**config.mk**
```make
export PLATFORM = sky130hd
export DESIGN_NAME = bit_serializer
export DESIGN_NICKNAME = d
export VERILOG_FILES = /design/src/rtl/bit_serializer_pkg.sv /design/src/rtl/bit_serializer.sv
export SDC_FILE = /design/constraint.sdc
export NUM_CORES = 1
export LEC_CHECK = 0
export BUFFER_PORTS_ARGS = -buffer_cell sky130_fd_sc_hd__buf_4
export CELL_PAD_IN_SITES_DETAIL_PLACEMENT = 0
export CELL_PAD_IN_SITES_GLOBAL_PLACEMENT = 1
export CORE_MARGIN = 8
export CORE_UTILIZATION = 45
export DETAILED_ROUTE_END_ITERATION = 8
export GPL_TIMING_DRIVEN = 0
export PLACE_DENSITY_LB_ADDON = 0.1
export SLEW_MARGIN = 25
export SYNTH_ARGS = -nofsm -noshare
export SYNTH_HDL_FRONTEND = slang
export SYNTH_SLANG_ARGS = --single-unit
```
**constraint.sdc**
```tcl
create_clock -name clk -period 4.9 [get_ports clk]
set_clock_uncertainty 0.1 [all_clocks]
set_input_delay 0.735 -clock clk [delete_from_list [all_inputs] [get_ports clk]]
set_output_delay 0.735 -clock clk [all_outputs]
set_load 0.02 [all_outputs]
```
**src/rtl/bit_serializer_pkg.sv**
```systemverilog
// Shared definitions for the serializer and the downstream sequence detector.
package bit_serializer_pkg;
  localparam int WIDTH_DEF    = 8;
  localparam bit IDLE_BIT_DEF = 1'b0;

  typedef enum logic {
    ST_IDLE  = 1'b0,
    ST_SHIFT = 1'b1
  } state_t;
endpackage

```
**src/rtl/bit_serializer.sv**
```systemverilog
// Parallel-to-serial front end: one-word hold register feeding a shifter,
// so consecutive words stream out with no idle bits between them.
module bit_serializer
  import bit_serializer_pkg::*;
#(
  parameter int WIDTH     = WIDTH_DEF,
  parameter bit MSB_FIRST = 1'b1,
  parameter bit IDLE_BIT  = IDLE_BIT_DEF
) (
  input  logic             clk,
  input  logic             rst,
  input  logic [WIDTH-1:0] in_data,
  input  logic             in_valid,
  output logic             in_ready,
  input  logic             abort,
  output logic             ser_out,
  output logic             ser_valid,
  output logic             sof,
  output logic             eof,
  output logic             busy
);
  localparam int CW = $clog2(WIDTH);
  localparam logic [CW-1:0] LAST = CW'(WIDTH - 1);

  state_t           state, state_n;
  logic [WIDTH-1:0] hold_data, hold_data_n;
  logic             hold_valid, hold_valid_n;
  logic [WIDTH-1:0] shreg, shreg_n;
  logic [CW-1:0]    bitcnt, bitcnt_n;

  logic active, fire, at_last, load;
  logic [WIDTH-1:0] shifted;

  assign active  = (state == ST_SHIFT);
  assign fire    = in_valid && in_ready;
  assign at_last = (bitcnt == LAST);
  // Reloading on the last bit is what makes back-to-back words gapless.
  assign load    = hold_valid && (!active || at_last);
  assign shifted = MSB_FIRST ? {shreg[WIDTH-2:0], 1'b0} : {1'b0, shreg[WIDTH-1:1]};

  always_ff @(posedge clk or negedge rst) begin
    if (!rst) begin
      state      <= ST_IDLE;
      hold_data  <= '0;
      hold_valid <= 1'b0;
      shreg      <= '0;
      bitcnt     <= '0;
    end else begin
      state      <= state_n;
      hold_data  <= hold_data_n;
      hold_valid <= hold_valid_n;
      shreg      <= shreg_n;
      bitcnt     <= bitcnt_n;
    end
  end

  always_comb begin
    state_n      = state;
    hold_data_n  = hold_data;
    hold_valid_n = hold_valid;
    shreg_n      = shreg;
    bitcnt_n     = bitcnt;
    if (abort) begin
      // Flush wins over everything, including a handshake on this edge.
      hold_valid_n = 1'b0;
      state_n      = ST_IDLE;
      bitcnt_n     = '0;
    end else begin
      if (fire) begin
        hold_data_n  = in_data;
        hold_valid_n = 1'b1;
      end
      if (load) begin
        shreg_n      = hold_data;
        bitcnt_n     = '0;
        state_n      = ST_SHIFT;
        hold_valid_n = fire;
      end else if (active) begin
        shreg_n  = shifted;
        bitcnt_n = bitcnt + CW'(1);
        if (at_last) begin
          state_n  = ST_IDLE;
          bitcnt_n = '0;
        end
      end
    end
  end

  assign in_ready  = !hold_valid;
  assign ser_out   = active ? (MSB_FIRST ? shreg[WIDTH-1] : shreg[0]) : IDLE_BIT;
  assign ser_valid = active;
  assign sof       = active && (bitcnt == '0);
  assign eof       = active && at_last;
  assign busy      = active || hold_valid;
endmodule

```
After elaboration in Yosys (flattened, before gate mapping)

Cells that the tools add are included.

Register bits after elaboration: 21
Input bits: 12
Output and inout bits: 6
Logic and storage cells: 36

Add/subtract/negate cells: 1
Equal/unequal tests: 1
Mux-type cells: 14
Bitwise logic cells: 1
Reductions and logical operators: 14

Operators by type and width:

| operator                                    | count |
|---|---|
| two-way mux 8 bit                           | 2 |
| two-way mux 3 bit                           | 4 |
| two-way mux 1 bit                           | 8 |
| nonzero test 3 bit                          | 2 |
| logical AND 1 bit                           | 4 |
| AND reduction 2 bit                         | 2 |
| adder 3 x 1 -> 3 bit, second input constant | 1 |
| == test 3 bit, second input constant        | 1 |
| zero test 3 bit                             | 1 |
| zero test 1 bit                             | 2 |
| logical OR 1 bit                            | 2 |
| nonzero test 2 bit                          | 1 |
| inverter 1 bit                              | 1 |

Logic depth before layout (Yosys ltp)

Gate-level depths: netlist of run 1.

Word-level depth: 5
Gate-level depth with buffers: 5
Depth with buffers taken out: 5

Worst setup path after synthesis of run 1

No wires, ideal clock.

Path type: reg2out
From: register bitcnt[0]
To: output eof
Data arrival time: 0.965 ns
Required time: 4.065 ns
Slack: 3.100 ns
Cell stages (with the launch flop): 4
Buffers on the path: 0
Cells stage by stage: dfrtp_1 -> ha_1 -> ha_1 -> and2_1

Longest elaborated chain between the ends: 2

RTL lines:

| item                   | RTL line             | text |
|---|---|---|
| start, declared        | bit_serializer.sv:29 | `logic [CW-1:0] bitcnt, bitcnt_n;` |
| start signal, assigned | bit_serializer.sv:53 | `bitcnt <= bitcnt_n;` |
| == test 3 bit          | bit_serializer.sv:36 | `assign at_last = (bitcnt == LAST);` |
| logical AND 1 bit      | bit_serializer.sv:93 | `assign eof = active && at_last;` |
| end, declared          | bit_serializer.sv:19 | `output logic eof,` |

Every way passes these cells.

Worst setup path after layout of run 1

From: register bitcnt[1]
To: output eof

Same word-level chain as after synthesis.

==> results of run 1 <==
routing by layer:
layer / track usage, % / up-vias / wire [um]
met5: 0 / - / 0
met4: 5.13 / 0 / 16
met3: 2.87 / 2 / 100
met2: 12.5 / 11 / 789
met1: 12.9 / 309 / 791
li1: - / 302 / -
sequential cells by signal (all words and copies together) (netlist names):
| register | count |
|---|---|
| shreg | 8 |
| ser_valid | 1 |
| bitcnt | 3 |
| hold_data | 8 |
| hold_valid | 1 |
per-stage QoR:
stage	utilization [%]	hold slack [ns]	cells
final	54.5	0.189	122
after global routing	54.5	0.196	122
after CTS	54.5	0.194	122
after detailed placement	53.2	0.389	118
after global placement	53.2	0.383	118
after floorplan	-	0.339	74
synth_stat cells:
cell	n	area (um2)
inv_1	5	18.8
nor2_1	7	26.3
o21bai_1	1	7.51
and2_0	1	6.26
nor3_4	1	16.3
a211oi_2	1	12.5
buf_2	1	5.00
and2_1	8	50.1
a32oi_1	1	8.76
a32o_1	1	10.0
and2b_1	1	7.51
inv_2	1	3.75
mux2_4	8	120
and3_1	1	6.26
ha_1	3	37.5
a221o_1	7	70.1
a22o_1	1	8.76
mux2i_1	2	20.0
dfrtp_1	21	526
nand2_1	1	3.75
buf_6	1	11.3
cells by family after synthesis:
group / synth area share (%)
and+or+nand+nor: 11.9
AOI/OAI and AO/OA: 12.1
adders and majority gates: 3.85
DFF: 53.8
muxes: 14.4
buffers and inverters: 3.97
final cells by class:
cell class,instances,share of cell area [%]
buffer,2,1.40
clock buffer,3,1.94
clock inverter,1,0.432
inverter,6,1.94
multi-input combinational,45,35.5
sequential,21,45.4
tap,28,3.02
timing repair buffer,16,10.4
how the worst max path moves through the flow:
stage	from	to	cells after the start
6_report	bitcnt[1]$_DFFE_PN0P_	eof	4
5_1_grt	bitcnt[1]$_DFFE_PN0P_	eof	4
2_1_floorplan	bitcnt[0]$_DFFE_PN0P_	eof	3
4_1_cts	bitcnt[1]$_DFFE_PN0P_	eof	4
3_5_place_dp	bitcnt[1]$_DFFE_PN0P_	eof	4
3_3_place_gp	bitcnt[1]$_DFFE_PN0P_	eof	4
report_power, final:
group	total, mW	internal, mW	switching, mW
logic	0.0873	0.0530	0.0343
registers	0.226	0.207	0.0191
clock network	0.0823	0.0304	0.0519
total	0.395	0.290	0.105
==> results.py, run 1 <==
metrics = {
    "setup_path": {
        "cp_cell_sequence": "ha_1 -> ha_1 -> and2_1 -> buf_4",
        "cp_common_cell": "ha_1",
        "critPathLaunchType": "flip-flop",
        "crit_family": "flip-flops",
        "critPathKind": "reg2out",
        "crit_slowest_cell": "dfrtp_1",
        "cp.required_ns": 4.07,
        "timing.critical_path.buf_inv": 1,
        "crit_fanout": 3,
        "r2r.worst_path.cells": 4,
        "worstPathArrival_ns": 1.43,
        "r2r_slack_ns": 3.10,
        "endpoint_kind": "primary output",
        "worstReg2RegStart": "bitcnt[1]$_DFFE_PN0P_",
        "worst_r2r_endpoint": "shreg[2]$_DFFE_PN0P_",
        "crit_path_max_incr_delay_ns": 0.42,
    },
    "final_layout": {
        "register_area_um2": 526,
        "multiInputGateArea_um2": 412,
        "drive_above_1_share_pct": 35.1,
        "layout-area-overhead-vs-synth_pct": 18.7,
        "post-route-cell-area_um2": 1160,
        "n_antenna_cell": 0,
        "nNetsFinal": 110,
        "fill_cells": 204,
        "final_common_cell": "dfrtp_1",
        "final_cell_mix": "dfrtp_1 (21), buf_4 (16), and2_1 (8), mux2_4 (8)",
    },
    "placement": {
        "io_buffers": 16,
        "dpl.hpwl_mm": 1.23,
        "gp_congestion": 0.747,
        "placed_cell_area_um2": 1130,
        "post-place-ws_ns": 2.96,
    },
    "clocking": {
        "cts_hold_buf": 0,
        "cts_sinks": 21,
        "path_clk_slew_ns": 0.12,
        "postCtsResizedCells": 0,
        "cts_buffers": 3,
        "cts_root_buf": "clkbuf_4",
        "h-tree-depth": 1,
        "post-cts-setup-buffer-count": 0,
        "cts_tree": "built",
        "clkLatencyLatePin_ns": 0.29,
        "clk_path_buf_depth": 2,
    },
    "route": {
        "wl_per_cell_um": 13.9,
        "postRouteAntennaNets": 0,
        "drtIter0Drc": 10,
        "vias": 624,
        "via_per_inst": 5.11,
        "drt_wl_total_mm": 1.70,
        "drc_errors": 0,
        "firstDrtPassIters": 3,
    },
    "timing": {
        "setup_ws_ns": 2.63,
        "fmax_ghz": 0.441,
        "finalMaxSlewViolations": 0,
        "rsz0062_at_grt": "false",
        "setup_violations": 0,
        "worst_pin_slew_ns": 0.602,
        "final.period_utilization_pct": 46.3,
        "tns_ns": 0,
        "hold_violations": 0,
        "max_slew_margin_pct": 59.8,
        "min_period_ns": 2.27,
    },
    "global_routing": {
        "track_usage_pct": 9.35,
        "grt_max_degree": 22,
        "grt_pass1_wl_mm": 2.99,
        "grt-ovfl-total": 0,
        "antenna_found_initial": 0,
        "grt_pass1_vias": 648,
    },
    "floorplan": {
        "die-height_um": 62.6,
        "dieArea_um2": 3920,
        "initial_utilization_pct": 45.9,
        "core_um2": 2130,
        "row_count": 17,
        "dieWidth_um": 62.6,
        "io_pins": 18,
    },
    "synthesis": {
        "syn_nets": 89,
        "ys_types": 21,
        "syn_avg_cell_area_um2": 13.2,
        "netlist_area_um2": 976,
        "yosys_warnings": 0,
        "syn_inst": 74,
        "ys_ff_latch": 21,
        "synth_seq_area_share_pct": 53.8,
    },
    "power": {
        "peakVddDrop_v": 0.000215,
        "cellPowerDensity_nw_per_um2": 341,
        "p_total_mw": 0.395,
        "p_leak_nw": 0.581,
    },
    "run_status": {
        "status": "finished, final reports clean",
    },
    "min_path": {
        "worstHoldPathType": "in2async",
    },
    "job": {
        "cap_violations": 0,
    },
}
No activity file was read; power rests on OpenSTA's default activity.
==> inputs of run 2 (changes only) <==
--- a/config.mk
+++ b/config.mk
@@ -5,11 +5,12 @@
 export SDC_FILE = /design/constraint.sdc
 export NUM_CORES = 1
 export LEC_CHECK = 0
+export ABC_AREA = 1
 export BUFFER_PORTS_ARGS = -buffer_cell sky130_fd_sc_hd__buf_4
 export CELL_PAD_IN_SITES_DETAIL_PLACEMENT = 0
 export CELL_PAD_IN_SITES_GLOBAL_PLACEMENT = 1
 export CORE_MARGIN = 8
-export CORE_UTILIZATION = 45
+export CORE_UTILIZATION = 39
 export DETAILED_ROUTE_END_ITERATION = 8
 export GPL_TIMING_DRIVEN = 0
 export PLACE_DENSITY_LB_ADDON = 0.1
==> constraint.sdc (replaced) <==
create_clock -name clk -period 2.38 [get_ports clk]
set_clock_uncertainty 0.1 [all_clocks]
set_input_delay 0.357 -clock clk [delete_from_list [all_inputs] [get_ports clk]]
set_output_delay 0.357 -clock clk [all_outputs]
set_load 0.02 [all_outputs]
==> results.py, run 2 <==
metrics = {
    "run_status": {
        "status": "finished, final reports clean",
    },
    "setup_path": {
        "crit_path_max_incr_delay_ns": 0.44,
        "endpoint_kind": "primary output",
        "cp_common_cell": "ha_1",
        "cp.required_ns": 1.92,
        "timing.critical_path.buf_inv": 2,
        "crit_family": "flip-flops",
        "critPathKind": "reg2out",
        "crit_fanout": 4,
        "crit_slowest_cell": "dfrtp_1",
        "worstPathArrival_ns": 1.40,
        "critPathLaunchType": "flip-flop",
        "cp_cell_sequence": "ha_1 -> ha_1 -> nand2_1 -> inv_1 -> buf_4",
    },
    "clocking": {
        "path_clk_slew_ns": 0.12,
        "cts_buffers": 3,
        "h-tree-depth": 1,
        "clk_path_buf_depth": 2,
        "postCtsResizedCells": 0,
        "cts_tree": "built",
        "cts_sinks": 21,
        "clkLatencyLatePin_ns": 0.30,
        "cts_hold_buf": 1,
        "cts_root_buf": "clkbuf_4",
        "post-cts-setup-buffer-count": 0,
    },
    "floorplan": {
        "row_count": 18,
        "io_pins": 18,
        "dieWidth_um": 66.2,
        "die-height_um": 66.2,
        "initial_utilization_pct": 40.4,
        "dieArea_um2": 4380,
        "core_um2": 2430,
    },
    "final_layout": {
        "final_common_cell": "nand2_1",
        "final_core_util_pct": 48.5,
        "n_antenna_cell": 0,
        "drive_above_1_share_pct": 23.5,
        "nNetsFinal": 152,
        "final_cell_mix": "nand2_1 (37), nand3_1 (32), dfrtp_1 (21)",
        "reg_top3": "hold_data (8), shreg (8), bitcnt (3)",
        "post-route-cell-area_um2": 1180,
        "layout-area-overhead-vs-synth_pct": 19.8,
    },
    "synthesis": {
        "synthXorXnorAreaFrac_pct": 0,
        "synth-adder-area-share_pct": 3.82,
        "yosys_warnings": 0,
        "synth-compound-area-share_pct": 1.78,
        "synth.most_common_cell": "nand2_1",
        "syn_avg_cell_area_um2": 8.55,
        "syn_inst": 115,
        "synth_top_area_share_pct": 53.4,
        "yosys.area.top_type": "dfrtp_1",
        "synth_edf_count": 0,
        "ys.flop_type": "dfrtp_1",
        "ys_ff_latch": 21,
        "synth-async-reset-ratio_pct": 100,
        "netlist_area_um2": 983,
        "syn_nets": 130,
        "synth_seq_area_share_pct": 53.4,
        "netlist_top_cells_count": "nand2_1 (37), nand3_1 (32), dfrtp_1 (21)",
        "synth_top_family_by_area": "simple AND/OR/NAND/NOR gates",
        "ys_types": 13,
        "synth-simple-area-share_pct": 36.0,
        "synthTopCellsByArea": "dfrtp_1 (53%), nand3_1 (16%), nand2_1 (14%), ha_1 (3.8%), inv_1 (2.7%)",
        "yosys-mux-area-fraction_pct": 0,
    },
    "route": {
        "via_per_inst": 4.88,
        "vias": 810,
        "drc_errors": 0,
        "drtIter0Drc": 25,
        "firstDrtPassIters": 4,
        "postRouteAntennaNets": 0,
        "drt_wl_total_mm": 2.05,
        "wl_per_cell_um": 12.4,
    },
    "placement": {
        "placed_cell_area_um2": 1140,
        "io_buffers": 16,
        "dpl.hpwl_mm": 1.57,
        "gp_congestion": 0.743,
    },
    "power": {
        "p_leak_nw": 0.636,
        "peakVddDrop_v": 0.000337,
        "cellPowerDensity_nw_per_um2": 715,
        "p_seq_share_pct": 57.9,
        "power.switching_mw": 0.264,
        "combPwrFrac_pct": 21.5,
        "p_clk_share_pct": 20.5,
        "intPower_mw": 0.579,
        "p_sw_share_pct": 31.3,
    },
    "timing": {
        "fmax_ghz": 0.537,
        "tns_ns": 0,
        "max_slew_margin_pct": 75.4,
        "final.period_utilization_pct": 78.2,
        "setup_violations": 0,
        "rsz0062_at_grt": "false",
        "hold_violations": 0,
        "min_period_ns": 1.86,
        "worst_pin_slew_ns": 0.369,
        "finalMaxSlewViolations": 0,
    },
    "min_path": {
        "worstHoldPathType": "in2reg",
    },
    "global_routing": {
        "antenna_found_initial": 0,
        "grt_pass1_wl_mm": 3.80,
        "track_usage_pct": 10.9,
        "grt_max_degree": 22,
        "grt-ovfl-total": 0,
        "grt_pass1_vias": 844,
    },
    "job": {
        "cap_violations": 0,
    },
}
run 2: cell types whose count changed in the layout (fill, tap and decap cells not counted), moves of 2 or more:
cell / before / now
nor2_4: 0 / 2
inv_1: 5 / 7
mux2i_1: 2 / 0
nand2_2: 0 / 2
inv_2: 1 / 3
and2_1: 8 / 0
nor2_1: 7 / 2
mux2_4: 8 / 0
nand2_1: 1 / 37
nand3_1: 0 / 32
o21ai_2: 0 / 2
a221o_1: 7 / 0
nor2_2: 0 / 2
run 2: logic make-up after synthesis:
logic type / Yosys count
AO/OA/AOI/OAI: 2
adder cells (fa/ha/maj): 3
AND/OR/NAND/NOR: 77
flip-flops: 21
buffers and inverters: 12
run 2: tightest hold or removal path: cells and delay by family:
family | cells | cell delay [ns]
simple gates | 2 | 0.12
buf+inv | 1 | 0.08
run 2: power by group through the flow:
stage               clock (mW)  combinational, mW  sequential, mW
floorplan                    0              0.124           0.484
global placement             0              0.180           0.494
detailed placement           0              0.184           0.496
CTS                      0.182              0.186           0.489
global route             0.196              0.208           0.498
finish                   0.173              0.181           0.488
run 2: final cells by class:
class / instances / area [um2]
Buffer: 2 / 11.3
Clock buffer: 3 / 22.5
Clock inverter: 1 / 5.00
Fill cell: 254 / 1250
Inverter: 10 / 37.5
Multi-Input combinational cell: 82 / 409
Sequential cell: 21 / 526
Tap cell: 30 / 37.5
Timing Repair Buffer: 17 / 130
run 2: worst paths after layout:
kind	cells past startpoint	slack [ns]	endpoint	from
max in group asynchronous	2	1.60	hold_data[5]$_DFFE_PN0P_	rst
min	3	0.17	hold_data[1]$_DFFE_PN0P_	in_data[1]
min in group asynchronous	2	0.36	shreg[7]$_DFFE_PN0P_	rst
max	5	0.52	eof	bitcnt[0]$_DFFE_PN0P_
min reg2reg	2	0.39	hold_data[4]$_DFFE_PN0P_	hold_data[4]$_DFFE_PN0P_
max reg2reg	8	0.81	bitcnt[0]$_DFFE_PN0P_	bitcnt[0]$_DFFE_PN0P_
run 2: through the flow:
stage	setup WS, ns	instances	total power, mW	hold slack (ns)
after floorplan	0.945	115	0.609	-0.0386
after global placement	0.829	161	0.674	0.157
after detailed placement	0.842	161	0.680	0.161
after CTS	0.511	166	0.856	0.168
after global routing	0.428	166	0.902	0.167
final	0.519	166	0.843	0.172
run 2: per-layer routing:
metal | vias up | track usage, % | share of wire, % | wire length [um]
met2 | 13 | 16.8 | 46 | 942
met3 | 2 | 2.88 | 3.6 | 73
met1 | 382 | 14.1 | 50 | 1030
met4 | 0 | 4.00 | 0.49 | 10
li1 | 413 | - | - | -
met5 | - | 0 | 0 | 0
